--- src/rtl/uart_pkg.sv ---
`default_nettype none
// ============================================================================
//  Module      : uart_pkg
//  Description : Shared constants and the receiver state encoding for the
//                UART receive path (uart_rx_fifo and its FIFO).
//  Revision    : 1.0 - initial release
// ============================================================================
package uart_pkg;

    // Oversampling ratio and the tick on which the start bit is re-checked.
    localparam int OVERSAMPLE = 16;
    localparam int MID_SAMPLE = 8;

    // Payload bits per character.
    localparam int DATA_BITS  = 8;

    // Receiver state machine encoding.
    typedef enum logic [2:0] {
        IDLE   = 3'd0,
        START  = 3'd1,
        DATA   = 3'd2,
`ifdef UART_RX_PARITY_EN
        PARITY = 3'd3,
`endif
        STOP   = 3'd4
    } rx_state_t;

endpackage : uart_pkg
`default_nettype wire

--- src/rtl/sync_fifo.sv ---
`default_nettype none
// ============================================================================
//  Module      : sync_fifo
//  Description : Single-clock show-ahead FIFO. The head entry is always
//                presented on o_head (zero while empty). Pointers carry one
//                extra wrap bit to tell full from empty.
//  Ports       : clk, rst_n (async, active-low)
//                i_push/i_data - write request and data
//                i_pop         - read request (ignored while empty)
//                o_head        - head entry
//                o_full/o_empty/o_level - status
//  Revision    : 1.0 - initial release
// ============================================================================
module sync_fifo #(
    parameter int WIDTH = 8,
    parameter int DEPTH = 16
) (
    input  logic                     clk,
    input  logic                     rst_n,
    input  logic                     i_push,
    input  logic [WIDTH-1:0]         i_data,
    input  logic                     i_pop,
    output logic [WIDTH-1:0]         o_head,
    output logic                     o_full,
    output logic                     o_empty,
    output logic [$clog2(DEPTH):0]   o_level
);

    localparam int c_aw = $clog2(DEPTH);

    logic [WIDTH-1:0] r_mem [DEPTH];
    logic [c_aw:0]    r_wr_ptr;
    logic [c_aw:0]    r_rd_ptr;
    logic             w_do_push;
    logic             w_do_pop;

    assign o_empty = (r_wr_ptr == r_rd_ptr);
    assign o_full  = (r_wr_ptr[c_aw-1:0] == r_rd_ptr[c_aw-1:0]) &&
                     (r_wr_ptr[c_aw]     != r_rd_ptr[c_aw]);

    // A pop frees a slot in the same cycle, so a full FIFO can still take a
    // push alongside it. A pop while empty is simply ignored.
    assign w_do_pop  = i_pop && !o_empty;
    assign w_do_push = i_push && (!o_full || w_do_pop);

    assign o_level = r_wr_ptr - r_rd_ptr;

    // Gated so the head reads as zero after reset and whenever empty.
    assign o_head  = o_empty ? '0 : r_mem[r_rd_ptr[c_aw-1:0]];

    always_ff @(posedge clk) begin
        if (w_do_push) begin
            r_mem[r_wr_ptr[c_aw-1:0]] <= i_data;
        end
    end

    always_ff @(posedge clk or negedge rst_n) begin
        if (!rst_n) begin
            r_wr_ptr <= '0;
            r_rd_ptr <= '0;
        end else begin
            if (w_do_push) begin
                r_wr_ptr <= r_wr_ptr + 1'b1;
            end
            if (w_do_pop) begin
                r_rd_ptr <= r_rd_ptr + 1'b1;
            end
        end
    end

endmodule : sync_fifo
`default_nettype wire

--- src/rtl/uart_rx_fifo.sv ---
`default_nettype none
// ============================================================================
//  Module      : uart_rx_fifo
//  Description : 8N1 UART receiver (16x oversampling) feeding a show-ahead
//                receive FIFO with a valid/ready read port and sticky
//                frame/overrun error flags.
//  Ports       : clk, reset (async, active-low), rx (raw serial input)
//                rd_data/rd_valid/rd_ready - FIFO read handshake
//                clr_err                   - clears frame_err and overrun
//                frame_err, overrun        - sticky error flags
//                level                     - FIFO occupancy
//  Options     : UART_RX_PARITY_EN - adds an even-parity bit after the data
//  Revision    : 1.0 - initial release
// ============================================================================
module uart_rx_fifo
    import uart_pkg::*;
#(
    parameter int CLKS_PER_TICK = 651,
    parameter int FIFO_DEPTH    = 16
) (
    input  logic                          clk,
    input  logic                          reset,
    input  logic                          rx,
    output logic [7:0]                    rd_data,
    output logic                          rd_valid,
    input  logic                          rd_ready,
    input  logic                          clr_err,
    output logic                          frame_err,
    output logic                          overrun,
    output logic [$clog2(FIFO_DEPTH):0]   level
);

    localparam int c_tick_w = (CLKS_PER_TICK > 1) ? $clog2(CLKS_PER_TICK) : 1;
    localparam int c_os_w   = $clog2(OVERSAMPLE);
    localparam int c_bit_w  = $clog2(DATA_BITS);

    logic                  r_rx_meta;
    logic                  r_rx_sync;
    logic                  r_rx_prev;
    logic [c_tick_w-1:0]   r_tick_cnt;
    logic [c_os_w-1:0]     r_os_cnt;
    logic [c_bit_w-1:0]    r_bit_cnt;
    logic [DATA_BITS-1:0]  r_shift;
    rx_state_t             r_state;
    rx_state_t             w_state_nxt;
    logic                  r_frame_err;
    logic                  r_overrun;

    logic w_tick;
    logic w_fall;
    logic w_mid_bit;
    logic w_full_bit;
    logic w_start_det;
    logic w_bit_sample;
    logic w_push;
    logic w_frame_evt;
    logic w_overrun_evt;
    logic w_par_ok;
    logic w_pop;
    logic w_fifo_full;
    logic w_fifo_empty;

    // ------------------------------------------------------------------
    // Input synchronizer; idles high so reset never fakes a start edge.
    // ------------------------------------------------------------------
    always_ff @(posedge clk or negedge reset) begin
        if (!reset) begin
            r_rx_meta <= 1'b1;
            r_rx_sync <= 1'b1;
            r_rx_prev <= 1'b1;
        end else begin
            r_rx_meta <= rx;
            r_rx_sync <= r_rx_meta;
            r_rx_prev <= r_rx_sync;
        end
    end

    assign w_fall = r_rx_prev && !r_rx_sync;

    // ------------------------------------------------------------------
    // Oversample tick generator, realigned to the start edge.
    // ------------------------------------------------------------------
    assign w_tick = (r_tick_cnt == c_tick_w'(CLKS_PER_TICK - 1));

    always_ff @(posedge clk or negedge reset) begin
        if (!reset) begin
            r_tick_cnt <= '0;
        end else if (w_start_det || w_tick) begin
            r_tick_cnt <= '0;
        end else begin
            r_tick_cnt <= r_tick_cnt + 1'b1;
        end
    end

    assign w_mid_bit  = w_tick && (r_os_cnt == c_os_w'(MID_SAMPLE - 1));
    assign w_full_bit = w_tick && (r_os_cnt == c_os_w'(OVERSAMPLE - 1));

    // Tick count within a bit. Cleared at mid-start so every later sample
    // lands 16 ticks apart at the centre of each bit; wraps naturally.
    always_ff @(posedge clk or negedge reset) begin
        if (!reset) begin
            r_os_cnt <= '0;
        end else if (w_start_det || (r_state == START && w_mid_bit)) begin
            r_os_cnt <= '0;
        end else if (w_tick) begin
            r_os_cnt <= r_os_cnt + 1'b1;
        end
    end

    // ------------------------------------------------------------------
    // Data path: LSB-first shift register and bit counter.
    // ------------------------------------------------------------------
    always_ff @(posedge clk or negedge reset) begin
        if (!reset) begin
            r_bit_cnt <= '0;
            r_shift   <= '0;
        end else begin
            if (w_start_det) begin
                r_bit_cnt <= '0;
            end else if (w_bit_sample) begin
                r_bit_cnt <= r_bit_cnt + 1'b1;
            end
            if (w_bit_sample) begin
                r_shift <= {r_rx_sync, r_shift[DATA_BITS-1:1]};
            end
        end
    end

`ifdef UART_RX_PARITY_EN
    logic r_par_err;

    // Even parity: the parity bit must equal the XOR of the data bits.
    always_ff @(posedge clk or negedge reset) begin
        if (!reset) begin
            r_par_err <= 1'b0;
        end else if (w_start_det) begin
            r_par_err <= 1'b0;
        end else if (r_state == PARITY && w_full_bit) begin
            r_par_err <= r_rx_sync ^ (^r_shift);
        end
    end

    assign w_par_ok = !r_par_err;
`else
    assign w_par_ok = 1'b1;
`endif

    // ------------------------------------------------------------------
    // Receiver FSM
    // ------------------------------------------------------------------
    always_ff @(posedge clk or negedge reset) begin
        if (!reset) begin
            r_state <= IDLE;
        end else begin
            r_state <= w_state_nxt;
        end
    end

    always_comb begin
        w_state_nxt  = r_state;
        w_start_det  = 1'b0;
        w_bit_sample = 1'b0;
        w_push       = 1'b0;
        w_frame_evt  = 1'b0;
        case (r_state)
            IDLE: begin
                if (w_fall) begin
                    w_start_det = 1'b1;
                    w_state_nxt = START;
                end
            end
            START: begin
                // A high line at mid-start means the edge was a glitch.
                if (w_mid_bit) begin
                    w_state_nxt = r_rx_sync ? IDLE : DATA;
                end
            end
            DATA: begin
                if (w_full_bit) begin
                    w_bit_sample = 1'b1;
                    if (r_bit_cnt == c_bit_w'(DATA_BITS - 1)) begin
`ifdef UART_RX_PARITY_EN
                        w_state_nxt = PARITY;
`else
                        w_state_nxt = STOP;
`endif
                    end
                end
            end
`ifdef UART_RX_PARITY_EN
            PARITY: begin
                if (w_full_bit) begin
                    w_state_nxt = STOP;
                end
            end
`endif
            STOP: begin
                if (w_full_bit) begin
                    w_state_nxt = IDLE;
                    if (r_rx_sync && w_par_ok) begin
                        w_push = 1'b1;
                    end else begin
                        w_frame_evt = 1'b1;
                    end
                end
            end
            default: begin
                w_state_nxt = IDLE;
            end
        endcase
    end

    // ------------------------------------------------------------------
    // Receive FIFO
    // ------------------------------------------------------------------
    assign w_pop = rd_ready;

    sync_fifo #(
        .WIDTH (DATA_BITS),
        .DEPTH (FIFO_DEPTH)
    ) u_fifo (
        .clk     (clk),
        .rst_n   (reset),
        .i_push  (w_push),
        .i_data  (r_shift),
        .i_pop   (w_pop),
        .o_head  (rd_data),
        .o_full  (w_fifo_full),
        .o_empty (w_fifo_empty),
        .o_level (level)
    );

    assign rd_valid = !w_fifo_empty;

    // A full FIFO only loses the byte if nothing is leaving this cycle.
    assign w_overrun_evt = w_push && w_fifo_full && !w_pop;

    // ------------------------------------------------------------------
    // Sticky error flags; a new event wins over a simultaneous clear.
    // ------------------------------------------------------------------
    always_ff @(posedge clk or negedge reset) begin
        if (!reset) begin
            r_frame_err <= 1'b0;
            r_overrun   <= 1'b0;
        end else begin
            if (w_frame_evt) begin
                r_frame_err <= 1'b1;
            end else if (clr_err) begin
                r_frame_err <= 1'b0;
            end
            if (w_overrun_evt) begin
                r_overrun <= 1'b1;
            end else if (clr_err) begin
                r_overrun <= 1'b0;
            end
        end
    end

    assign frame_err = r_frame_err;
    assign overrun   = r_overrun;

endmodule : uart_rx_fifo
`default_nettype wire

--- config.mk ---
export PLATFORM = sky130hd
export DESIGN_NAME = uart_rx_fifo
export DESIGN_NICKNAME = d
export VERILOG_FILES = /design/src/rtl/uart_pkg.sv /design/src/rtl/sync_fifo.sv /design/src/rtl/uart_rx_fifo.sv
export SDC_FILE = /design/constraint.sdc
export NUM_CORES = 1
export LEC_CHECK = 0
export CORE_MARGIN = 4
export CORE_UTILIZATION = 45
export CTS_CLUSTER_DIAMETER = 60
export CTS_CLUSTER_SIZE = 12
export DETAILED_ROUTE_END_ITERATION = 10
export GPL_TIMING_DRIVEN = 0
export SLEW_MARGIN = 20
export SYNTH_ARGS = -nofsm -noshare
export SYNTH_HDL_FRONTEND = slang
export SYNTH_SLANG_ARGS = --single-unit
--- constraint.sdc ---
create_clock -name clk -period 4.1 [get_ports clk]
set_input_delay 1.025 -clock clk [delete_from_list [all_inputs] [get_ports clk]]
set_output_delay 1.025 -clock clk [all_outputs]
set_load 0.02 [all_outputs]
==> results of run 1 <==
-- routing by layer --
layer | track usage, % | vias up | share of wire [%]
met5 | 0 | - | 0
met4 | 5.43 | 0 | 1.4
met3 | 3.28 | 14 | 3.7
met2 | 25.1 | 72 | 48
met1 | 22.9 | 1933 | 47
li1 | - | 1731 | -
-- final timing paths --
kind                                    startpoint             endpoint
worst max-delay path            u_fifo.r_rd_ptr[1]           rd_data[7]
worst min-delay path                     r_rx_meta            r_rx_sync
worst max register to register  u_fifo.r_rd_ptr[1]  u_fifo.r_mem[11][2]
worst min register to register           r_rx_meta            r_rx_sync
max in group asynchronous                    reset            r_rx_prev
min in group asynchronous                    reset          r_os_cnt[3]
-- placed cells by master (no fill, tap or decap), drive strengths merged, types with 8 or more instances in the layout --
cell type and instances:
o21ai 8, xnor2 14, edfxtp 128, nor3 9, inv 17, clkdlybuf4s50 11
nand3 13, ha 14, clkbuf 24, o22ai 8, nor2 22, nand2 24
dlygate4sd2 8, mux2i 16, mux4 32, mux2 8, buf 15, dfrtp 40
-- where the power goes --
| group | switching [mW] | total, mW | internal [mW] |
|---|---|---|---|
| logic | 0.689 | 1.24 | 0.550 |
| registers | 0.0744 | 1.98 | 1.91 |
| clock network | 0.656 | 1.49 | 0.831 |
-- state kept, by name, indices dropped and copies added, names as in the netlist --
| signal | flops |
|---|---|
| r_state | 3 |
| r_os_cnt | 4 |
| u_fifo.r_mem | 128 |
| r_rx_sync | 1 |
| frame_err | 1 |
| r_tick_cnt | 10 |
| overrun | 1 |
| r_bit_cnt | 3 |
| r_rx_meta | 1 |
| u_fifo.r_rd_ptr | 5 |
| r_rx_prev | 1 |
| u_fifo.r_wr_ptr | 5 |
| r_shift | 8 |
-- worst max-delay path: stages (launching register included) --
cell and delay [ns]:
dfrtp_1 0.39, clkbuf_4 0.23, buf_4 0.23, inv_1 0.08
ha_1 0.31, and4_1 0.23, nand2_1 0.14, nand2_2 0.18
o22ai_1 0.27, dlygate4sd2_1 0.36
-- per-stage QoR --
step / setup WS, ns / setup TNS (ns) / util, %
floorplan: 0.622 / 0 / -
global placement: -0.624 / -15.35 / 49.7
detailed placement: -0.367 / -5.33 / 50.1
CTS: 0.182 / 0 / 53.7
global route: 0.0438 / 0 / 53.8
finish: 0.213 / 0 / 53.8
-- cell usage after synthesis (2+ instances only) --
cell type / n / area (µm²)
nand3b_1: 2 / 15.0
buf_2: 6 / 30.0
or3b_2: 2 / 17.5
or3_1: 2 / 12.5
mux4_2: 32 / 721
mux2i_1: 16 / 160
nor2_1: 22 / 82.6
o22ai_1: 8 / 50.1
and3_1: 2 / 12.5
buf_1: 2 / 7.51
buf_6: 2 / 22.5
edfxtp_1: 128 / 3840
inv_1: 15 / 56.3
nor4_1: 5 / 31.3
o211ai_1: 3 / 22.5
nor3b_2: 2 / 25.0
mux2_2: 7 / 78.8
nand3_1: 12 / 60.1
o21ai_0: 8 / 40.0
a21o_1: 2 / 15.0
dfrtp_1: 40 / 1000
a21oi_1: 6 / 30.0
ha_1: 14 / 175
clkbuf_1: 7 / 26.3
and4_1: 2 / 17.5
nor4b_2: 4 / 60.1
dfstp_2: 3 / 78.8
xor2_1: 7 / 61.3
nand4_1: 4 / 25.0
nand2_1: 24 / 90.1
nor3_1: 3 / 15.0
xnor2_1: 14 / 123
nor3_2: 6 / 60.1
-- cell type report --
type                       instances  share of cell area [%]
buffer                            17                    1.22
clock buffer                      17                    5.12
clock inverter                    15                    1.54
inverter                          16                   0.723
multi-input combinational        220                    26.1
sequential                       171                    59.3
tap                              211                    3.18
timing repair buffer              24                    2.77
-- cells by family (layout without fill, tap and decap cells) --
group	count (synthesis)	in the layout	synth area share [%]
flops	171	171	68.4
simple gates	96	96	7.93
mux	56	56	13.5
buf+inv	33	89	2.03
compound gates	32	32	2.82
xor+xnor	21	21	2.56
fa+ha+maj	15	15	2.71
==> flow_metrics.env, run 1 <==
export IMPL_final_nets=487
export IMPL_crit_fanout=10
export IMPL_seq_area_frac_synth_pct=68.4
export IMPL_arrival_ns=2.86
export IMPL_hold_class="reg2reg"
export IMPL_skew_ns=0.00987
export IMPL_hold_path_depth=0
export IMPL_hold_violations=0
export IMPL_antenna_found_initial=0
export IMPL_reg2reg_setup_slack_ns=0.57
export IMPL_avgSynthCellArea_um2=17.0
export IMPL_cts_hold_buf=0
export IMPL_setup_viol=0
export IMPL_cts_buffers=17
export IMPL_worstSetupPathType="reg2out"
export IMPL_fp_dieH_um=134
export IMPL_cts_sinks=171
export IMPL_syn_nets=444
export IMPL_powerDensity_nw_per_um2=567
export IMPL_fillers=1287
export IMPL_synth_ff_type="edfxtp_1"
export IMPL_required_ns=3.07
export IMPL_routed_wl_mm=13.6
export IMPL_final_cells=691
export IMPL_rows=45
export IMPL_fin_area_um2=8300
export IMPL_syn_inst=424
export IMPL_layout_drive_gt1_share_pct=22.9
export IMPL_grt_usage_pct=16.1
export IMPL_outcome="finished, final reports clean"
export IMPL_syn_area_um2=7200
export IMPL_ios=21
export IMPL_drc=0
export IMPL_n_antenna_cell=0
export IMPL_grt_pass1_vias=3848
export IMPL_crit_path_end_kind="output port"
export IMPL_die_width_um=134
export IMPL_power_mw=4.71
export IMPL_multi_input_area_um2=2170
export IMPL_cts_root_buf="clkbuf_16"
export IMPL_cts_resized=20
export IMPL_dr_pass1_iters=4
export IMPL_htreeDepth=4
export IMPL_synth_seq_cells=171
export IMPL_fin_crit_sh_pct=94.8
export IMPL_grt_first_pass_wirelength_mm=21.6
export IMPL_rsz0062_at_grt="false"
export IMPL_slew_violations=0
export IMPL_initial_utilization_pct=46.7
export IMPL_avgViaCountPerCell=5.43
export IMPL_post_cts_buffers=0
export IMPL_globalRoute_totalOverflow=0
export IMPL_path_clk_slew_ns=0.07
export IMPL_gp_congestion=0.775
export IMPL_max_freq_ghz=0.257
export IMPL_ys_types=45
export IMPL_tightest_slew_ns=1.08
export IMPL_area_delta_synth_final_pct=15.4
export IMPL_crit_path_start_kind="flop"
export IMPL_dp_cells=659
export IMPL_coreArea_um2=15400
export IMPL_ant_nets=0
export IMPL_place_area_um2=7720
export IMPL_cts_tree="done"
export IMPL_hold_slack_ns=0.356
export IMPL_maxCapViolations=0
export IMPL_io_buffers=20
export IMPL_drt_iter0_drc=278
export IMPL_leakagePower_nw=2.82
export IMPL_clock_latency_ns=0.42
export IMPL_relSlewSlack_pct=28.0
export IMPL_worstRegToRegCells=9
export IMPL_dp_hpwl_mm=9.10
export IMPL_ys_async_sr_fraction_pct=25.1
export IMPL_yosysWarningCount=0
export IMPL_seq_area_um2=4920
export IMPL_die_area_um2=18100
export IMPL_peakVddDrop_v=0.000547
export IMPL_min_period_ns=3.89
export IMPL_wl_per_cell_um=19.7
export IMPL_grt_max_degree=27
export IMPL_clockBufferDepth=2
export IMPL_synth_edf_count=128
export IMPL_num_vias=3750
Note: power is estimated with default switching activity, not from simulation.
==> run 2: changes to the inputs <==
SKIP_LAST_GASP = 1   (was default)
==> results of run 2 <==
The final DEF is identical to that of run 1; final timing and power are the same.
